<file path="config.mk">
export PLATFORM = sky130hd
export DESIGN_NAME = vote_argmax
export DESIGN_NICKNAME = d
export VERILOG_FILES = /design/src/rtl/vote_argmax_pkg.sv /design/src/rtl/vote_rank_update.sv /design/src/rtl/vote_argmax.sv
export SDC_FILE = /design/constraint.sdc
export NUM_CORES = 1
export LEC_CHECK = 0
export CORE_UTILIZATION = 50
export CTS_BUF_LIST = sky130_fd_sc_hd__clkbuf_8
export DETAILED_ROUTE_END_ITERATION = 12
export PLACE_DENSITY = 0.83
export SYNTH_ARGS = -nofsm -noshare
export SYNTH_HDL_FRONTEND = slang
export SYNTH_SLANG_ARGS = --single-unit
</file>
<file path="constraint.sdc">
create_clock -name clock -period 5.9 [get_ports clock]
set_input_delay 1.18 -clock clock [delete_from_list [all_inputs] [get_ports clock]]
set_output_delay 1.18 -clock clock [all_outputs]
set_load 0.005 [all_outputs]
</file>
<file path="src/rtl/vote_argmax_pkg.sv">
// Shared definitions for the vote arg-max block: packing macros for flattened
// counter vectors and the scan FSM state encoding.
`ifndef VOTE_ARGMAX_PKG_MACROS
`define VOTE_ARGMAX_PKG_MACROS
`define PORT_1D(name, dim, w) logic [(dim)*(w)-1:0] name
`define GET_1D(src, i, w) src[(i)*(w) +: (w)]
`endif

package vote_argmax_pkg;

  localparam int VA_OUTPUT_DIM      = 10;
  localparam int VA_W_BITLENGTH     = 12;
  localparam int VA_CLASS_BITLENGTH = 4;

  typedef enum logic [1:0] {
    VA_IDLE = 2'd0,
    VA_SCAN = 2'd1,
    VA_HOLD = 2'd2
  } va_state_t;

endpackage

</file>
<file path="src/rtl/vote_rank_update.sv">
// Combinational best/second-best update for one vote counter.
// Strict compares keep the lower index on ties; a tie with best lands in second.
module vote_rank_update #(
  parameter int w_bitlength     = 12,
  parameter int class_bitlength = 4
) (
  input  logic [w_bitlength-1:0]     v,
  input  logic [class_bitlength-1:0] idx,
  input  logic [w_bitlength-1:0]     best,
  input  logic [w_bitlength-1:0]     second,
  input  logic [class_bitlength-1:0] best_idx,
  output logic [w_bitlength-1:0]     next_best,
  output logic [w_bitlength-1:0]     next_second,
  output logic [class_bitlength-1:0] next_best_idx
);

  always_comb begin
    next_best     = best;
    next_second   = second;
    next_best_idx = best_idx;
    if (v > best) begin
      next_second   = best;
      next_best     = v;
      next_best_idx = idx;
    end else if (v > second) begin
      next_second = v;
    end
  end

endmodule

</file>
<file path="src/rtl/vote_argmax.sv">
// Sequential arg-max over the RBM wrapper's per-class vote counters, one class
// per cycle, with the winner/count/margin held behind a valid/ready handshake.
module vote_argmax
  import vote_argmax_pkg::*;
#(
  parameter int output_dim      = VA_OUTPUT_DIM,
  parameter int w_bitlength     = VA_W_BITLENGTH,
  parameter int class_bitlength = VA_CLASS_BITLENGTH
) (
  input  logic                       clock,
  input  logic                       reset,
  input  logic                       vote_valid,
  input  `PORT_1D(VoteData, output_dim, w_bitlength),
  input  logic                       result_ready,
  output logic                       result_valid,
  output logic [class_bitlength-1:0] result_class,
  output logic [w_bitlength-1:0]     result_votes,
  output logic [w_bitlength-1:0]     result_margin,
  output logic                       busy,
  output logic                       sample_dropped
);

  localparam logic [class_bitlength-1:0] last_idx = class_bitlength'(output_dim - 1);

  va_state_t                  state;
  `PORT_1D(vote_buf, output_dim, w_bitlength);
  logic [class_bitlength-1:0] idx;
  logic [w_bitlength-1:0]     best;
  logic [w_bitlength-1:0]     second;
  logic [class_bitlength-1:0] best_idx;
  logic                       vote_valid_d;
  logic                       start;
  logic [w_bitlength-1:0]     next_best;
  logic [w_bitlength-1:0]     next_second;
  logic [class_bitlength-1:0] next_best_idx;

  // vote_valid_d clears on reset, so a level still high afterwards re-triggers.
  assign start = vote_valid && !vote_valid_d;
  assign busy  = (state != VA_IDLE);

  vote_rank_update #(
    .w_bitlength    (w_bitlength),
    .class_bitlength(class_bitlength)
  ) u_rank (
    .v            (`GET_1D(vote_buf, idx, w_bitlength)),
    .idx          (idx),
    .best         (best),
    .second       (second),
    .best_idx     (best_idx),
    .next_best    (next_best),
    .next_second  (next_second),
    .next_best_idx(next_best_idx)
  );

  always_ff @(posedge clock or posedge reset) begin
    if (reset) begin
      state          <= VA_IDLE;
      vote_buf       <= '0;
      idx            <= '0;
      best           <= '0;
      second         <= '0;
      best_idx       <= '0;
      vote_valid_d   <= 1'b0;
      result_valid   <= 1'b0;
      result_class   <= '0;
      result_votes   <= '0;
      result_margin  <= '0;
      sample_dropped <= 1'b0;
    end else begin
      vote_valid_d <= vote_valid;
      if (start && state != VA_IDLE) begin
        sample_dropped <= 1'b1;
      end
      case (state)
        VA_IDLE: begin
          if (start) begin
            vote_buf <= VoteData;
            idx      <= '0;
            best     <= '0;
            second   <= '0;
            best_idx <= '0;
            state    <= VA_SCAN;
          end
        end
        VA_SCAN: begin
          best     <= next_best;
          second   <= next_second;
          best_idx <= next_best_idx;
          idx      <= idx + 1'b1;
          // Results come straight from the update of the last counter.
          if (idx == last_idx) begin
            result_valid  <= 1'b1;
            result_class  <= next_best_idx;
            result_votes  <= next_best;
            result_margin <= next_best - next_second;
            state         <= VA_HOLD;
          end
        end
        VA_HOLD: begin
          if (result_ready) begin
            result_valid <= 1'b0;
            state        <= VA_IDLE;
          end
        end
        default: state <= VA_IDLE;
      endcase
    end
  end

endmodule

</file>
Word level (Yosys, flattened, before mapping)
Index checks and enable logic that the tools add are counted.
- bits in registers: 185
- input bits: 124
- output and inout port bits: 31
- add/sub/neg operators: 2
- multiply operators: 1
- $lt $le $gt $ge: 2
- equal/unequal tests: 6
- shift-type cells: 1
- mux-type cells: 17
- reduce and logical (&&, ||, !) cells: 12
- operator list (operator ; number):
    120-bit by 9-bit variable part select with 12-bit output ; 1
    12-bit 2-to-1 mux ; 4
    12-bit case mux with 2 select lines ; 2
    12-bit greater-than comparator ; 2
    4-bit case mux with 2 select lines ; 2
    12-bit subtractor ; 1
    4-bit 2-to-1 mux ; 2
    4-bit by 2-bit multiplier with 6-bit output (second input constant) ; 1
    2-bit 2-to-1 mux ; 3
    2-bit != test (second input constant) ; 3
    2-bit case mux with 3 select lines ; 1
    2-bit AND reduction ; 3
    3-bit AND reduction ; 2
    2-bit nonzero test ; 3
    4-bit by 1-bit adder with 4-bit output (second input constant) ; 1
    4-bit equality test (second input constant) ; 1
    2-bit by 1-bit equality test with 1-bit output (second input constant) ; 1
    2-bit equality test (second input constant) ; 1
    1-bit logical AND ; 2
    2-bit logical NOT ; 1
    1-bit 2-to-1 mux ; 2
    1-bit case mux with 2 select lines ; 1
    1-bit logical NOT ; 1

Longest topological paths before layout
Gate-level depths: netlist (run 1).
- word-level depth: 6
- mapped depth: 28

By module
A second synthesis (run 1) with hierarchy kept.
- cell total of the unflattened synthesis: 1092
- area, all modules: 9721.8 µm²
- by module, submodules not included (module ; times used ; cells each ; area each (µm²) ; seq. area each (µm²)):
    vote_argmax ; 1 ; 914 ; 8662.1 ; 4629.4
    vote_rank_update ; 1 ; 178 ; 1059.8 ; 0.0

Worst setup path after synthesis (run 1)
No wires, ideal clock.
- path type: reg-to-reg
- start: reg idx[0]
- end: reg result_margin[11]
- library setup time: 0.065 ns
- data arrival time: 5.206 ns
- data required time: 5.835 ns
- setup slack: 0.629 ns
- cell stages (with the launch flop): 23
- path buffers: 3
- clock period less this slack: 5.271 ns
- cells stage by stage: dfrtp_1 > buf_2 > buf_4 > mux4_2 > a21oi_1 > a21oi_1 > ha_1 > a21o_1 > a221o_1 > a221oi_4 > a21oi_2 > buf_6 > mux2_4 > mux2i_4 > ha_1 > nor2b_1 > o31a_1 > o41ai_2 > o2111ai_1 > a211o_1 > a221oi_1 > nor2_1 > nand2_1
- word-level cells in the longest chain between the ends: 6
- ends and longest elaborated chain (what ; RTL line ; source):
    start, declared ; vote_argmax.sv:27 ; logic [class_bitlength-1:0] idx;
    start signal, assigned ; vote_argmax.sv:89 ; idx <= idx + 1'b1;
    4-bit by 2-bit multiplier with 6-bit output (no line) ; - ;
    120-bit by 9-bit variable part select with 12-bit output (no line) ; - ;
    12-bit greater-than comparator ; vote_rank_update.sv:25 ; end else if (v > second) begin
    12-bit 2-to-1 mux ; vote_rank_update.sv:25 ;
    12-bit 2-to-1 mux ; vote_rank_update.sv:21 ; if (v > best) begin
    12-bit subtractor ; vote_argmax.sv:95 ; result_margin <= next_best - next_second;
    end signal, assigned ; vote_argmax.sv:95 ;
    end, declared ; vote_argmax.sv:18 ; output logic [w_bitlength-1:0] result_margin,
Several ways; a longest one is shown, not always the timed one.
A chain may end at the register's enable or synchronous reset.

Worst setup path in the final report (run 1)
Ends and elaborated chain as after synthesis.

==> qor.txt, run 1 <==
CP Capture Type -> register
Max Clock Freq -> 180 MHz
Mapped Area -> 0.00966 mm2
syn_nets -> 1,198
Avg Inst Size Synth -> 9.32 um2
count leader, synth -> nand2_1
Clock Skews -> 0.0161 ns
Die ar. -> 0.0199 mm2
vias in the first global route -> 7,679
worst rel slew slack -> 33.1%
Ys Warns -> 0
Inserted Diodes -> 0
Worst Path Arrival -> 5.96 ns
Final Cell Area -> 0.0119 mm2
met1 usage -> 34.0%
Startpoint Class -> register
gr busiest metal -> met2
die span in y -> 141 um
met3 usage -> 4.86%
TritonRoute pass-1 iters -> 5
total wire length -> 22,900 um
Num CTS Buffers -> 17
Worst path max stage delay -> 0.52 ns
met2 GRT Util -> 39.5%
Root Buffer -> clkbuf_8
minimum clock period -> 5.55 ns
sequential fraction of the synthesis area -> 47.9%
gp weighted congestion -> 0.838
largest net degree at the start of global routing -> 186
vias per cell -> 5.31
vias -> 7,642
Rows -> 50
Worst path slowest cell -> mux4_2
Placed Area -> 0.0114 mm2
CTS tree -> done
area grow syn2layout -> 23.1%
clock-pin slew of the registers on the worst-case setup and hold paths -> 0.10 ns
Final setup viols -> 0
worst-margin pin slew -> 1.00 ns
Final Max Slew Viols -> 0
EDFF count, synth -> 0
Clock Sinks -> 185
Initial Util -> 51.3%
grt ovf -> 0
Final Hold Slack -> 0.479 ns
H-tree depth -> 4
DP HPWL -> 16,500 um
antenna viol nets, final -> 0
top cell type's share of synthesized area -> 47.9%
Final period util -> 94.0%
fraction of registers with async set or reset after synthesis -> 100%
initial antenna violation count -> 0
Core ar. -> 0.0188 mm2
first-pass GRT wire length -> 38,200 um
layout cells sized above 1 -> 9.92%
Cell variety after synth -> 53
Die X -> 141 um
Clock Latency Late Sink -> 0.47 ns
maxcap violations -> 0
total placed cells including tap cells -> 1,405
Util after Layout -> 63.2%
Synth Instances -> 1,036
Post-synth top cells -> nand2_1, dfrtp_1, clkbuf_1, a21oi_1, inv_1
crit-path cells -> buf_12 -> mux4_2 -> a21oi_1 -> a21oi_1 -> ha_1 -> a21o_1 -> a221o_1 -> a221oi_4 -> a21oi_4 -> mux2_4 -> mux2i_4 -> ha_1 -> nor2b_1 -> o31a_1 -> o41ai_2 -> o2111ai_1 -> a211o_1 -> a221oi_1 -> nor2_1 -> nand2_1
GRT Total Usage -> 24.5%
Port Buffers -> 154
CP required -> 6.31 ns
DR WL/cell -> 15.9 um
Setup Crit Path Kind -> register to register
Filler Cell Count -> 1,519
number of top-level pins -> 155
Seq cells post-synth -> 185
outcome -> completed
fin cells -> 1,440
dominant cell type by area after synthesis -> dfrtp_1
DRT iter0 DRCs -> 546
Primary FF master, synth -> dfrtp_1
Hold Vio Cnt, Final -> 0
Final Net Count -> 1,330
detailed-route DRC error count -> 0
worst-path maximum fanout -> 29
Hold WC Path Type -> register to register
hold buffers post-CTS -> 0
worst-case clock buffer depth -> 2
Area contributors post-synth -> dfrtp_1, nand2_1, mux4_2
-- placed cells by master, fill, tap and decap left out, types with 4 or more instances in the layout --
cell / n
a32o_1: 4
dfrtp_1: 184
a21o_1: 5
mux2i_4: 8
mux2i_1: 30
inv_1: 41
mux4_2: 24
nand4_1: 5
nor3_1: 6
nand3_1: 32
o21ai_2: 8
clkbuf_8: 18
nor2_1: 26
nor2b_1: 5
buf_4: 14
inv_6: 5
o21ai_0: 22
buf_12: 5
ha_1: 37
o21ai_1: 29
clkdlybuf4s50_1: 154
xnor2_1: 5
nand2_1: 399
a21oi_1: 42
mux2_4: 8
mux2_2: 4
o21bai_1: 5
-- kinds of logic after synthesis --
group | after synthesis | synth area share [%]
simple gates | 484 | 19.9
buf+inv | 102 | 4.35
flops | 185 | 47.9
mux | 75 | 12.4
xor+xnor | 8 | 0.725
compound gates | 144 | 9.69
fa+ha+maj | 38 | 5.00
-- sequential cells by signal (all words and copies together), names as in the netlist --
signal	flops
sample_dropped	1
best	12
result_class	4
idx	4
best_idx	4
vote_buf	120
result_valid	1
vote_valid_d	1
state	2
result_margin	12
result_votes	12
second	12
-- critical path: cells and delay by family, from the launching register on --
kind	cells	cell delay (ns)
flops	1	0.43
compound gates	11	2.87
mux	3	1.05
fa+ha+maj	2	0.61
buf+inv	1	0.23
simple gates	3	0.28
-- layer usage --
layer  wire length, um  part of all wire [%]
met2             10900                    48
met3              1160                   5.0
met5                 0                     0
met4               405                   1.8
met1             10500                    46
-- metrics by stage --
stage,worst slack (ns),TNS (ns)
after floorplan,0.629,0
after global placement,0.429,0
after detailed placement,0.225,0
after CTS,0.220,0
after global routing,-0.00742,-0.00742
final,0.355,0
-- cell type report --
type                    instances  area (um2)  share of cell area (%)
clock buffers                  18         248                    2.08
clock inverters                13         133                    1.12
inverters                      42         165                    1.39
multi-input cells             749        4640                    39.1
flip-flops and latches        185        4630                    38.9
well taps                     260         325                    2.74
repair buffers                173        1750                    14.7
-- path summary, 6_finish.rpt --
kind                                    from                 to  slack, ns  cells after the start
min in group asynchronous              reset    result_class[1]       1.35                      3
max in group asynchronous              reset             idx[0]       3.74                      3
worst max-delay path                  idx[0]  result_margin[11]       0.35                     20
worst min-delay path            vote_buf[92]       vote_buf[92]       0.48                      2
worst max register to register        idx[0]  result_margin[11]       0.35                     20
worst min register to register  vote_buf[92]       vote_buf[92]       0.48                      2
-- timing repair --
item / CTS / global route
resized for setup: 0 / 6
setup buffers: 0 / 4
setup endpoints to repair: 0 / 3
Power of run 1 is left out: the tool's default activity adds up to more than one toggle a clock period on the data nets, which glitch-free logic cannot reach.
==> inputs of run 2 (changes only) <==
Settings changed: ABC_AREA from default to 1.
==> run 2 against run 1 <==
  * Critical path depth is 2 higher
  * Utilization is 0.88 points lower
  * Global-route usage is 0.35 points higher
  * Flip-flop and latch count stayed put
  * Register-to-register slack better by 0.39 ns
  * Sequential share of layout area is 0.42 points higher
  * Via count is 1.7% higher
  * Die area is 0.72% higher
  * Count of clock-buffer cells in the layout is 2 higher
  * Fmax is 7.7% higher
  * Setup slack better by 0.39 ns
  * Largest cell class is now registers
==> qor.txt, run 2 <==
Inserted Diodes -> 0
Root Buffer -> clkbuf_8
top cell type's share of synthesized area -> 47.6%
DP HPWL -> 17,200 um
Clock Skews -> 0.0180 ns
most common cell after layout, fill and taps aside -> nand2_1
H-tree depth -> 4
max reg flops -> 120
maxcap violations -> 0
worst-path maximum fanout -> 63
post-route setup TNS -> 0 ns
first-pass GRT wire length -> 38,300 um
gp weighted congestion -> 0.893
initial antenna violation count -> 0
minimum clock period -> 5.15 ns
most frequent cells in the layout -> nand2_1, dfrtp_1, clkdlybuf4s50_1
layout cells sized above 1 -> 17.2%
TritonRoute pass-1 iters -> 5
dominant cell type by area after synthesis -> dfrtp_1
fin cells -> 1,418
Area contributors post-synth -> dfrtp_1, mux2_2, nand2_1
fraction of registers with async set or reset after synthesis -> 100%
Die ar. -> 0.0200 mm2
Initial Util -> 51.5%
outcome -> completed
Top reg by flops -> vote_buf
Final setup viols -> 0
Mapped Area -> 0.00973 mm2
detailed-route DRC error count -> 0
Num CTS Buffers -> 17
largest net degree at the start of global routing -> 157
DR WL/cell -> 16.5 um
Hold WC Path Type -> register to register
Filler Cell Count -> 1,562
DRT iter0 DRCs -> 770
Avg Inst Size Synth -> 9.54 um2
CP Capture Type -> register
vias -> 7,775
EDFF count, synth -> 0
hold buffers post-CTS -> 0
Max Clock Freq -> 194 MHz
sequential fraction of the synthesis area -> 47.6%
count leader, synth -> nand2_1
Final Max Slew Viols -> 0
Die X -> 141 um
CTS tree -> done
Post-CTS Setup Bufs -> 0
vias in the first global route -> 7,558
Hold Vio Cnt, Final -> 0
Cell variety after synth -> 38
Clock Latency Late Sink -> 0.48 ns
die span in y -> 141 um
Core ar. -> 0.0189 mm2
Primary FF master, synth -> dfrtp_1
Worst Path Arrival -> 5.48 ns
Resized cells post-CTS -> 0
Startpoint Class -> register
total wire length -> 23,400 um
worst rel slew slack -> 32.2%
number of top-level pins -> 155
antenna viol nets, final -> 0
Ys Warns -> 0
Port Buffers -> 154
grt ovf -> 0
worst-margin pin slew -> 1.01 ns
syn_nets -> 1,182
Setup Crit Path Kind -> register to register
Final Net Count -> 1,307
unrepaired setup endpoints after global routing -> false
CP required -> 6.23 ns
GRT Total Usage -> 24.8%
Final period util -> 87.3%
total placed cells including tap cells -> 1,386
Seq cells post-synth -> 185
Post-synth top cells -> nand2_1, dfrtp_1, mux2_2, nor2_1, o21ai_0
clock-pin slew of the registers on the worst-case setup and hold paths -> 0.09 ns
vias per cell -> 5.48
Clock Sinks -> 185
worst-case clock buffer depth -> 2
area grow syn2layout -> 20.9%
Synth Instances -> 1,020
Util after Layout -> 62.3%
Rows -> 50
run 2: cell count changes in the layout (fill, tap and decap cells not counted), moves of 14 or more:
| cell | before | now |
|---|---|---|
| o21ai_1 | 29 | 8 |
| inv_1 | 41 | 72 |
| nor2_1 | 26 | 89 |
| mux2i_1 | 30 | 0 |
| mux4_2 | 24 | 0 |
| o211ai_1 | 3 | 28 |
| nand2_1 | 399 | 200 |
| o21ai_0 | 22 | 75 |
| o22ai_1 | 0 | 24 |
| mux2_2 | 4 | 112 |
| a21oi_1 | 42 | 26 |
| nand3_1 | 32 | 46 |
run 2: cell type report:
class                   instances  area (um2)  share of cell area, %
clock buffers                  20         275                   2.34
clock inverters                12         155                   1.32
inverters                      76         292                   2.48
multi-input cells             705        4490                   38.2
flip-flops and latches        185        4630                   39.4
well taps                     260         325                   2.76
repair buffers                160        1600                   13.6
run 2: logic make-up after synthesis:
family / after synthesis / share of synthesized area [%]
muxes: 112 / 13.0
and+or+nand+nor: 354 / 15.0
DFF: 185 / 47.6
xor gates and xnor gates: 4 / 0.360
AOI/OAI and AO/OA: 197 / 12.8
adders and majority gates: 38 / 4.96
buffers and inverters: 130 / 6.35
run 2: worst paths after layout:
path / start / cells past startpoint / slack [ns] / end
max in group asynchronous: reset / 3 / 3.49 / idx[0]
worst min register to register: sample_dropped / 1 / 0.46 / sample_dropped
worst max-delay path: idx[0] / 22 / 0.75 / result_margin[8]
min in group asynchronous: reset / 2 / 1.15 / vote_valid_d
worst min-delay path: sample_dropped / 1 / 0.46 / sample_dropped
worst max register to register: idx[0] / 22 / 0.75 / result_margin[8]
run 2: stage by stage:
stage          hold WS, ns  cell area (um2)  setup slack, ns
3_5_place_dp         0.450            11300            0.878
3_3_place_gp         0.439            11300            0.943
4_1_cts              0.470            11800            0.847
6_report             0.465            11800            0.749
2_1_floorplan        0.451             9730             2.11
5_1_grt              0.491            11800            0.261
run 2: metal layers:
layer | GRT usage, % | up-vias | wire length [um] | share of wire, %
li1 | - | 3690 | - | -
met1 | 33.5 | 3746 | 10300 | 44
met2 | 40.6 | 302 | 11200 | 48
met3 | 4.93 | 37 | 1360 | 5.8
met4 | 7.41 | 0 | 488 | 2.1
met5 | 0 | - | 0 | 0
run 2: worst max-delay path, cell delays in order, from the launching register on:
cell	delay [ns]
dfrtp_2	0.68
inv_4	0.34
o21ai_0	0.34
o211ai_1	0.18
nand3_1	0.15
nand2_1	0.15
ha_1	0.33
nand2_1	0.07
nor2_1	0.14
nand2_2	0.11
a21oi_4	0.17
nor2_2	0.07
nor2_4	0.50
nand3_1	0.18
o21ai_2	0.17
inv_1	0.09
ha_1	0.36
nand2_1	0.08
o21ai_0	0.28
a21oi_1	0.11
o211ai_1	0.20
xor2_1	0.18
o21ai_0	0.10
Power of run 2 is left out for the same reason.
